### src/rtl/a_format_pkg.sv
// Shared A-form constants for the instruction encoder and the A-format decoder.
// Holds field positions, format/unit codes, sweep register values and the sweep state enum.
package a_format_pkg;

    localparam int PRIM_OP_POS  = 0;
    localparam int FRT_POS      = 6;
    localparam int FRA_POS      = 11;
    localparam int FRB_POS      = 16;
    localparam int FRC_POS      = 21;
    localparam int XO_POS       = 26;
    localparam int RC_POS       = 31;
    localparam int PRIM_OP_SIZE = 6;
    localparam int REG_SIZE     = 5;
    localparam int XO_SIZE      = 5;

    localparam logic [0:25] A_FORMAT = 26'd2;

    // Functional-unit IDs, kept identical to the decoder's numbering.
    localparam logic [0:1] FU_FXU = 2'd0;
    localparam logic [0:1] FU_FPU = 2'd1;
    localparam logic [0:1] FU_LSU = 2'd2;
    localparam logic [0:1] FU_BRU = 2'd3;

    localparam logic [0:4] SWEEP_FRT         = 5'b01110;
    localparam logic [0:4] SWEEP_FRA         = 5'b10101;
    localparam logic [0:4] SWEEP_FRB         = 5'b01010;
    localparam logic [0:4] SWEEP_FRC         = 5'b10001;
    localparam logic       SWEEP_RC          = 1'b0;
    localparam logic [0:5] SWEEP_LAST_OPCODE = 6'd62;
    localparam logic [0:4] SWEEP_LAST_XO     = 5'd30;

    typedef enum logic [1:0] {
        IDLE,
        SWEEP,
        DONE
    } sweep_state_e;

    function automatic logic [0:31] encodeAForm(
        input logic [0:5] op,
        input logic [0:4] frt,
        input logic [0:4] fra,
        input logic [0:4] frb,
        input logic [0:4] frc,
        input logic [0:4] xo,
        input logic       rc
    );
        return {op, frt, fra, frb, frc, xo, rc};
    endfunction

endpackage

### src/rtl/a_format_skid_buffer.sv
// Registered output stage with a single skid entry; stalls never drop or reorder words.
// Synchronous active-low reset empties both entries and zeroes the held payload.
module a_format_skid_buffer #(
    parameter int Width = 8
) (
    input  logic             clock_i,
    input  logic             reset_i,
    input  logic             push_i,
    input  logic [Width-1:0] data_i,
    input  logic             stall_i,
    output logic             ready_o,
    output logic             valid_o,
    output logic [Width-1:0] data_o
);

    logic             outValid_q, outValid_d;
    logic [Width-1:0] outData_q, outData_d;
    logic             skidValid_q, skidValid_d;
    logic [Width-1:0] skidData_q, skidData_d;

    assign ready_o = !skidValid_q && reset_i;
    assign valid_o = outValid_q;
    assign data_o  = outData_q;

    // The output register refills whenever its word is gone; a blocked push parks in the skid.
    always_comb begin
        outValid_d  = outValid_q;
        outData_d   = outData_q;
        skidValid_d = skidValid_q;
        skidData_d  = skidData_q;
        if (!outValid_q || !stall_i) begin
            if (skidValid_q) begin
                outValid_d  = 1'b1;
                outData_d   = skidData_q;
                skidValid_d = 1'b0;
            end else begin
                outValid_d = push_i;
                if (push_i) begin
                    outData_d = data_i;
                end
            end
        end else if (push_i) begin
            skidValid_d = 1'b1;
            skidData_d  = data_i;
        end
    end

    always_ff @(posedge clock_i) begin
        if (!reset_i) begin
            outValid_q  <= 1'b0;
            outData_q   <= '0;
            skidValid_q <= 1'b0;
            skidData_q  <= '0;
        end else begin
            outValid_q  <= outValid_d;
            outData_q   <= outData_d;
            skidValid_q <= skidValid_d;
            skidData_q  <= skidData_d;
        end
    end

endmodule

### src/rtl/a_format_inst_encoder.sv
// Packs A-form field tuples into 32-bit POWER words tagged with PC and major ID.
// Optional self-driven opcode/xopcode sweep is built when AFORMAT_ENC_SWEEP_EN is defined.
module a_format_inst_encoder
    import a_format_pkg::*;
#(
    parameter int          addressWidth            = 64,
    parameter int          instructionWidth        = 32,
    parameter int          PidSize                 = 20,
    parameter int          TidSize                 = 16,
    parameter int          instructionCounterWidth = 64,
    parameter int          PrimOpcodeSize          = 6,
    parameter int          regSize                 = 5,
    parameter logic [0:25] A                       = A_FORMAT,
    parameter int          addressStride           = 4
) (
    input  logic                                 clock_i,
    input  logic                                 reset_i,
    input  logic                                 valid_i,
    output logic                                 ready_o,
    input  logic [0:PrimOpcodeSize-1]            primOpcode_i,
    input  logic [0:regSize-1]                   frt_i,
    input  logic [0:regSize-1]                   fra_i,
    input  logic [0:regSize-1]                   frb_i,
    input  logic [0:regSize-1]                   frc_i,
    input  logic [0:regSize-1]                   xopcode_i,
    input  logic                                 rc_i,
    input  logic                                 loadBase_i,
    input  logic [0:addressWidth-1]              baseAddress_i,
    input  logic                                 is64Bit_i,
    input  logic [0:PidSize-1]                   pid_i,
    input  logic [0:TidSize-1]                   tid_i,
    input  logic                                 stall_i,
`ifdef AFORMAT_ENC_SWEEP_EN
    input  logic                                 sweepStart_i,
    output logic                                 sweepDone_o,
`endif
    output logic                                 enable_o,
    output logic [0:25]                          instFormat_o,
    output logic [0:PrimOpcodeSize-1]            instructionOpcode_o,
    output logic [0:instructionWidth-1]          instruction_o,
    output logic [0:addressWidth-1]              instructionAddress_o,
    output logic                                 is64Bit_o,
    output logic [0:PidSize-1]                   instructionPid_o,
    output logic [0:TidSize-1]                   instructionTid_o,
    output logic [0:instructionCounterWidth-1]   instructionMajId_o
);

    localparam int PayloadWidth = instructionWidth + addressWidth + 1 + PidSize + TidSize
                                  + instructionCounterWidth;

    logic                               accept;
    logic                               skidReady;
    logic [0:instructionWidth-1]        tupleInst;
    logic [0:addressWidth-1]            pc_q, pc_d;
    logic [0:instructionCounterWidth-1] majId_q, majId_d;
    logic [0:addressWidth-1]            baseAligned, tupleAddr, tagAddr;
    logic [PayloadWidth-1:0]            payloadIn, payloadOut;

`ifdef AFORMAT_ENC_SWEEP_EN
    sweep_state_e state_q, state_d;
    logic [0:5]   sweepOp_q, sweepOp_d;
    logic [0:4]   sweepXo_q, sweepXo_d;
    logic         inSweep;
    logic         lastTuple;

    assign inSweep   = (state_q == SWEEP);
    assign lastTuple = (sweepOp_q == SWEEP_LAST_OPCODE) && (sweepXo_q == SWEEP_LAST_XO);
    assign accept    = (inSweep || valid_i) && skidReady;
    assign ready_o   = skidReady && !inSweep;
    assign tupleInst = inSweep
        ? encodeAForm(sweepOp_q, SWEEP_FRT, SWEEP_FRA, SWEEP_FRB, SWEEP_FRC, sweepXo_q, SWEEP_RC)
        : encodeAForm(primOpcode_i, frt_i, fra_i, frb_i, frc_i, xopcode_i, rc_i);

    // Opcode is the outer loop, xopcode the inner; counters rest at zero outside a sweep.
    always_comb begin
        state_d     = state_q;
        sweepOp_d   = sweepOp_q;
        sweepXo_d   = sweepXo_q;
        sweepDone_o = 1'b0;
        case (state_q)
            IDLE: begin
                sweepOp_d = '0;
                sweepXo_d = '0;
                if (sweepStart_i) begin
                    state_d = SWEEP;
                end
            end
            SWEEP: begin
                if (accept) begin
                    if (lastTuple) begin
                        state_d = DONE;
                    end else if (sweepXo_q == SWEEP_LAST_XO) begin
                        sweepXo_d = '0;
                        sweepOp_d = sweepOp_q + 6'd1;
                    end else begin
                        sweepXo_d = sweepXo_q + 5'd1;
                    end
                end
            end
            DONE: begin
                sweepDone_o = 1'b1;
                state_d     = IDLE;
            end
            default: state_d = IDLE;
        endcase
    end

    always_ff @(posedge clock_i) begin
        if (!reset_i) begin
            state_q   <= IDLE;
            sweepOp_q <= '0;
            sweepXo_q <= '0;
        end else begin
            state_q   <= state_d;
            sweepOp_q <= sweepOp_d;
            sweepXo_q <= sweepXo_d;
        end
    end
`else
    assign accept    = valid_i && skidReady;
    assign ready_o   = skidReady;
    assign tupleInst = encodeAForm(primOpcode_i, frt_i, fra_i, frb_i, frc_i, xopcode_i, rc_i);
`endif

    assign baseAligned = {baseAddress_i[0:addressWidth-3], 2'b00};
    assign tupleAddr   = loadBase_i ? baseAligned : pc_q;
    // 32-bit mode hides the upper address half on the tag only; the PC keeps counting in full.
    assign tagAddr     = is64Bit_i ? tupleAddr : {32'b0, tupleAddr[32:addressWidth-1]};

    always_comb begin
        pc_d    = pc_q;
        majId_d = majId_q;
        if (accept) begin
            pc_d    = tupleAddr + addressWidth'(addressStride);
            majId_d = majId_q + instructionCounterWidth'(1);
        end else if (loadBase_i) begin
            pc_d = baseAligned;
        end
    end

    always_ff @(posedge clock_i) begin
        if (!reset_i) begin
            pc_q    <= '0;
            majId_q <= '0;
        end else begin
            pc_q    <= pc_d;
            majId_q <= majId_d;
        end
    end

    assign payloadIn = {tupleInst, tagAddr, is64Bit_i, pid_i, tid_i, majId_q};

    a_format_skid_buffer #(
        .Width(PayloadWidth)
    ) skid (
        .clock_i(clock_i),
        .reset_i(reset_i),
        .push_i (accept),
        .data_i (payloadIn),
        .stall_i(stall_i),
        .ready_o(skidReady),
        .valid_o(enable_o),
        .data_o (payloadOut)
    );

    assign {instruction_o, instructionAddress_o, is64Bit_o, instructionPid_o,
            instructionTid_o, instructionMajId_o} = payloadOut;
    assign instructionOpcode_o = instruction_o[0:PrimOpcodeSize-1];
    assign instFormat_o        = enable_o ? A : '0;

endmodule

### config.mk
export PLATFORM = sky130hd
export DESIGN_NAME = a_format_inst_encoder
export DESIGN_NICKNAME = d
export VERILOG_FILES = /design/src/rtl/a_format_pkg.sv /design/src/rtl/a_format_skid_buffer.sv /design/src/rtl/a_format_inst_encoder.sv
export SDC_FILE = /design/constraint.sdc
export NUM_CORES = 1
export LEC_CHECK = 0
export ABC_AREA = 1
export BUFFER_PORTS_ARGS = -buffer_cell sky130_fd_sc_hd__buf_2
export CAP_MARGIN = 10
export CORE_ASPECT_RATIO = 1.4
export CORE_MARGIN = 2
export CORE_UTILIZATION = 40
export DETAILED_ROUTE_END_ITERATION = 16
export GPL_TIMING_DRIVEN = 0
export PLACE_DENSITY = 0.62
export SETUP_SLACK_MARGIN = 0.02
export SYNTH_ARGS = -nofsm -noshare
export SYNTH_HDL_FRONTEND = slang
export SYNTH_SLANG_ARGS = --single-unit
### constraint.sdc
create_clock -name clock_i -period 3.47 [get_ports clock_i]
set_input_delay 0.5205 -clock clock_i [delete_from_list [all_inputs] [get_ports clock_i]]
set_output_delay 0.5205 -clock clock_i [all_outputs]
set_load 0.01 [all_outputs]
==> results of run 1 <==
[cells by family after synthesis]
| logic type | share of synthesized area, % |
|---|---|
| AND/OR/NAND/NOR | 27.0 |
| adder cells (fa/ha/maj) | 0.105 |
| other | 0.0157 |
| XOR/XNOR | 0.147 |
| buffers and inverters | 8.81 |
| flip-flops | 43.9 |
| AO/OA/AOI/OAI | 20.1 |
[state kept, by name (all words and copies together), names as in the netlist]
register          count
skid.skidValid_q      1
majId_q              64
skid.data_o         197
pc_q                 64
skid.valid_o          1
skid.skidData_q     197
[path summary, 6_finish.rpt]
kind                              from                   end  slack, ps  cells after the start
setup / recovery               reset_i               ready_o        270                      6
hold / removal                tid_i[3]   skid.skidData_q[76]        140                      3
setup reg to reg      skid.skidValid_q       skid.data_o[95]        500                      9
hold reg to reg   skid.skidData_q[153]  skid.skidData_q[153]        470                      2
[worst min-delay path, cell delays in order]
cell and delay (ps):
buf_2 90, nor2_1 40, nor2_1 80
[power by group through the flow]
stage | Combinational, mW | Sequential (mW) | Clock [mW]
floorplan | 0.748 | 6.56 | 0
global placement | 1.47 | 6.51 | 0
finish | 1.48 | 6.38 | 6.01
CTS | 1.48 | 6.38 | 6.06
detailed placement | 1.47 | 6.51 | 0
global route | 1.62 | 6.40 | 6.32
[cell usage in the layout, fill, tap and decap left out, drive strengths merged]
| cell | count |
|---|---|
| and2 | 2 |
| nand3 | 103 |
| o31ai | 1 |
| nor3 | 83 |
| nand3b | 6 |
| nand4 | 26 |
| ha | 2 |
| a31oi | 167 |
| buf | 424 |
| inv | 240 |
| nand2 | 837 |
| a211oi | 33 |
| nor2 | 496 |
| xor2 | 4 |
| clkinv | 11 |
| o21ai | 445 |
| nor3b | 4 |
| conb | 25 |
| diode | 12 |
| a21oi | 232 |
| dfxtp | 524 |
| nor4 | 3 |
| clkbuf | 238 |
| bufinv | 6 |
| or2 | 2 |
| and3 | 1 |
| o21a | 5 |
[through the flow]
| stage | power, mW | hold WS (ps) | std cells | worst slack [ps] | cell area [um^2] |
|---|---|---|---|---|---|
| after floorplan | 7.31 | 441 | 3487 | 1330 | 24000 |
| after global placement | 7.98 | 453 | 4582 | 103 | 26600 |
| after detailed placement | 7.99 | 456 | 4582 | 90.3 | 26600 |
| after CTS | 13.9 | 124 | 4676 | 293 | 28400 |
| after global routing | 14.3 | 134 | 4684 | 213 | 28400 |
| final | 13.9 | 145 | 4688 | 271 | 28400 |
[final cells by class]
type                    count  area (um^2)
diodes                     12         30.0
fillers                  6289        31000
clock inverters            18          248
multi-input cells        2477        11400
flip-flops and latches    524        10500
inverters                 239          897
repair buffers            339         1700
well taps                 756          946
plain buffers             247         1210
clock buffers              76         1520
[metal layers]
metal | global-route usage (%) | share of wire, %
met2 | 53.7 | 49
met5 | 0 | 0
met1 | 33.7 | 38
met4 | 19.6 | 7.1
met3 | 4.25 | 5.5
==> results.toml, run 1 <==
[worst_setup_path]
worstSetupPathType = "in -> out"
critPathBufInv = 5
slowest_stage = "clkbuf_1"
cp.arrival_ps = 2680
cp_cell_sequence = "buf_2, inv_1, clkbuf_1, buf_1, nor2_1, buf_2"
max_stage_delay_ps = 720
cpMostUsedCell = "buf_2"
critPathTopFamily = "buffers and inverters"
crit_path_end_kind = "output pin"
critical_path.max_fanout = 10
required_ps = 2950
startpoint_type = "input port"

[yosys]
synth_area_leaders = "dfxtp_1, nand2_1, o21ai_0, nor2_1, a21oi_1"
yosysSeqAreaShare_pct = 43.9
yosys.area.top_type = "dfxtp_1"
synthFlopType = "dfxtp_1"
syn_area_um2 = 23900
synth_top_area_share_pct = 43.9
synth_edf_count = 0
ys_seq_elements = 524
synth_warnings = 0
async_flop_share_pct = 0
synth_cell_types = 42
syn_inst = 3463
synth_commonest_cells = "nand2_1, dfxtp_1, nor2_1"
yosysMostFrequentCell = "nand2_1"
syn_area_per_cell_um2 = 6.90

[clock_tree]
hold_buffers = 0
clk_latency_ps = 620
cts.repair.resized = 0
cts_buffer_depth = 3
clkTransAtPathRegs_ps = 70
cts_root_buf = "clkbuf_16"
cts_sinks = 524
numCtsBuffers = 52
cts_setup_buffers = 0
cts_tree = "built"
htreeDepth = 2

[placement]
dp_hpwl_um = 74100
io_buffers = 339
place_congestion = 1.01

[timing]
worst_pin_slew_ps = 1290
maxSlewHeadroom_pct = 13.8
rsz0062_at_grt = "false"
tns_ps = 0
max_freq_mhz = 313
period_needed_ps = 3200
final_max_slew_viol_count = 0
fin_crit_sh_pct = 92.2
skew_ps = 27.7
setup_violations = 0
hold_viol = 0

[global_route]
antenna_found_initial = 11
grt_pass1_wl_um = 142000
grt_pass1_vias = 23800
grt_max_degree = 15
track_usage_pct = 30.2
gr-total-overflow = 0

[power]
p_seq_share_pct = 46.0
p_sw_share_pct = 26.5
intPower_mw = 10.2
power_switching_mw = 3.67
p_leak_nw = 11.7
comb_power_share_pct = 10.7
irDropWorstVdd_mv = 0.455
p_per_area_nw_per_um2 = 488
clkPwrFrac_pct = 43.3

[die]
row_count = 106
die_h_um = 293
core_area_um2 = 59400
die_area_um2 = 61700
start_util_pct = 40.2
die_x_um = 211
pin_count = 369

[run_status]
outcome = "finished, final reports clean"

[route]
routed_via_density = 5.32
vias = 25000
drt_pass1_iterations = 6
drcViolationCount = 0
drtIter0Drc = 1665
postRouteAntennaNets = 0
post_drt_wl_per_cell_um = 20.5
routed_wl_um = 96000

[layout]
drive_above_1_share_pct = 15.0
final_nets = 4020
utilization_pct = 47.9
syn2layout_area_growth_pct = 19.0

[job]
drv_cap = 0

[hold_path]
hold_path.class = "in -> reg"
Note: power is estimated with default switching activity, not from simulation.
==> run 2: changes to the inputs <==
Settings changed: MAX_ROUTING_LAYER set to met4, PLACE_DENSITY 0.62 to 0.64.
Clock period 3.47 ns to 2.7 ns, I/O delays scaled along.
==> results.toml, run 2 (synthesized netlist as in run 1, its figures left out) <==
[run_status]
outcome = "finished, violations left"
violations = "setup timing"

[timing]
rsz0062_at_grt = "true"
period_needed_ps = 2720
maxSlewHeadroom_pct = 13.1
setup_slack_ps = -21.0
worst_pin_slew_ps = 1300
final_max_slew_viol_count = 0
fin_crit_sh_pct = 101
setup_violations = 1
max_freq_mhz = 368
skew_ps = 26.7
hold_viol = 0

[layout]
finalInstanceArea_um2 = 28500
multi_input_area_um2 = 11400
final_nets = 4019
layout_commonest_cell = "nand2_1"
regArea_um2 = 10500
drive_above_1_share_pct = 15.5
syn2layout_area_growth_pct = 19.1
mostFrequentLayoutCells = "nand2_1, dfxtp_1, nor2_1"
utilization_pct = 47.9
nFillCells = 6244

[clock_tree]
clk_latency_ps = 620
hold_buffers = 0
cts_root_buf = "clkbuf_16"
cts_setup_buffers = 0
cts_tree = "built"
cts_sinks = 524
numCtsBuffers = 52
cts_buffer_depth = 3
htreeDepth = 2
clkTransAtPathRegs_ps = 60

[power]
clkPwrFrac_pct = 43.2
p_seq_share_pct = 46.1
comb_power_share_pct = 10.8
power_mw = 17.8
p_sw_share_pct = 26.5
power_switching_mw = 4.72
irDropWorstVdd_mv = 0.440
p_leak_nw = 11.8
intPower_mw = 13.1
p_per_area_nw_per_um2 = 626

[global_route]
antenna_found_initial = 6
grt_pass1_wl_um = 143000
grt_pass1_vias = 23900
grt_max_degree = 15
gr-total-overflow = 0
track_usage_pct = 31.2

[route]
routed_wl_um = 96600
drcViolationCount = 0
vias = 25000
postRouteAntennaNets = 0
drt_pass1_iterations = 5
routed_via_density = 5.35
drtIter0Drc = 1760
post_drt_wl_per_cell_um = 20.6

[die]
core_area_um2 = 59400
die_h_um = 293
die_area_um2 = 61700
start_util_pct = 40.2
pin_count = 369
row_count = 106
die_x_um = 211

[worst_setup_path]
critical_path.max_fanout = 10
crit_path_end_kind = "flip-flop"
worstSetupPathType = "reg -> reg"
required_ps = 3220
startpoint_type = "flip-flop"
cp.arrival_ps = 3240
r2r_slack_ps = -20

[placement]
dp_hpwl_um = 74300
io_buffers = 339
placed_area_um2 = 26600
place_congestion = 1.03

[job]
drv_cap = 0

[hold_path]
hold_path.class = "in -> reg"
-- run 2: changes by cell type in the layout (fill, tap and decap cells not counted), sizes merged --
| cell | delta |
|---|---|
| diode | -7 |
| clkbuf | -1 |
| bufinv | -2 |
| clkinvlp | +2 |
| clkinv | +3 |
| inv | -2 |
-- run 2: power by group through the flow --
stage	clock network (mW)	registers, mW	logic, mW
finish	7.68	8.21	1.92
global route	8.04	8.23	2.09
global placement	0	8.37	1.89
floorplan	0	8.43	0.961
detailed placement	0	8.37	1.90
CTS	7.77	8.20	1.90
-- run 2: final cells by class --
class                      count  share of cell area (%)
multi-input combinational   2477                    40.0
clock inverter                19                   0.743
clock buffer                  76                    5.57
sequential                   524                    36.9
antenna                        5                  0.0440
buffer                       246                    4.31
tap                          756                    3.32
timing repair buffer         339                    5.96
inverter                     239                    3.15
-- run 2: critical path, stage by stage, from the launching register on --
cell,delay [ps]
dfxtp_1,300
buf_2,150
inv_2,60
nand3_1,90
inv_1,330
o21ai_0,230
inv_1,160
buf_2,430
buf_1,510
o21ai_0,200
a31oi_1,180
-- run 2: what timing repair did --
action	4_1_cts	5_1_grt
gates cloned	0	0
setup endpoints to repair	172	118
pin swaps	0	0
gates resized for setup	7	20
-- run 2: path summary, 6_finish.rpt --
| kind | cells past startpoint | from | endpoint |
|---|---|---|---|
| max | 10 | skid.skidValid_q | skid.data_o[122] |
| min | 3 | rc_i | skid.skidData_q[165] |
| max reg2reg | 10 | skid.skidValid_q | skid.data_o[122] |
| min reg2reg | 2 | skid.skidData_q[155] | skid.skidData_q[155] |
-- run 2: per-stage QoR --
step / TNS (ps) / setup WS (ps) / hold WS, ps / instances
6_report: -21.0 / -21.0 / 36.6 / 4681
5_1_grt: -907 / -87.2 / 40.0 / 4681
4_1_cts: 0 / 63.3 / 14.1 / 4676
3_5_place_dp: -93180 / -630 / 452 / 4582
3_3_place_gp: -106370 / -622 / 452 / 4582
2_1_floorplan: 0 / 676 / 441 / 3487
-- run 2: layer usage --
layer | vias to the layer above | global-route usage (%) | wire length (um)
met1 | 11600 | 34.7 | 36900
met5 | - | - | 0
met4 | 0 | 18.3 | 6670
li1 | 12200 | - | -
met3 | 282 | 3.23 | 4900
met2 | 901 | 54.3 | 48100
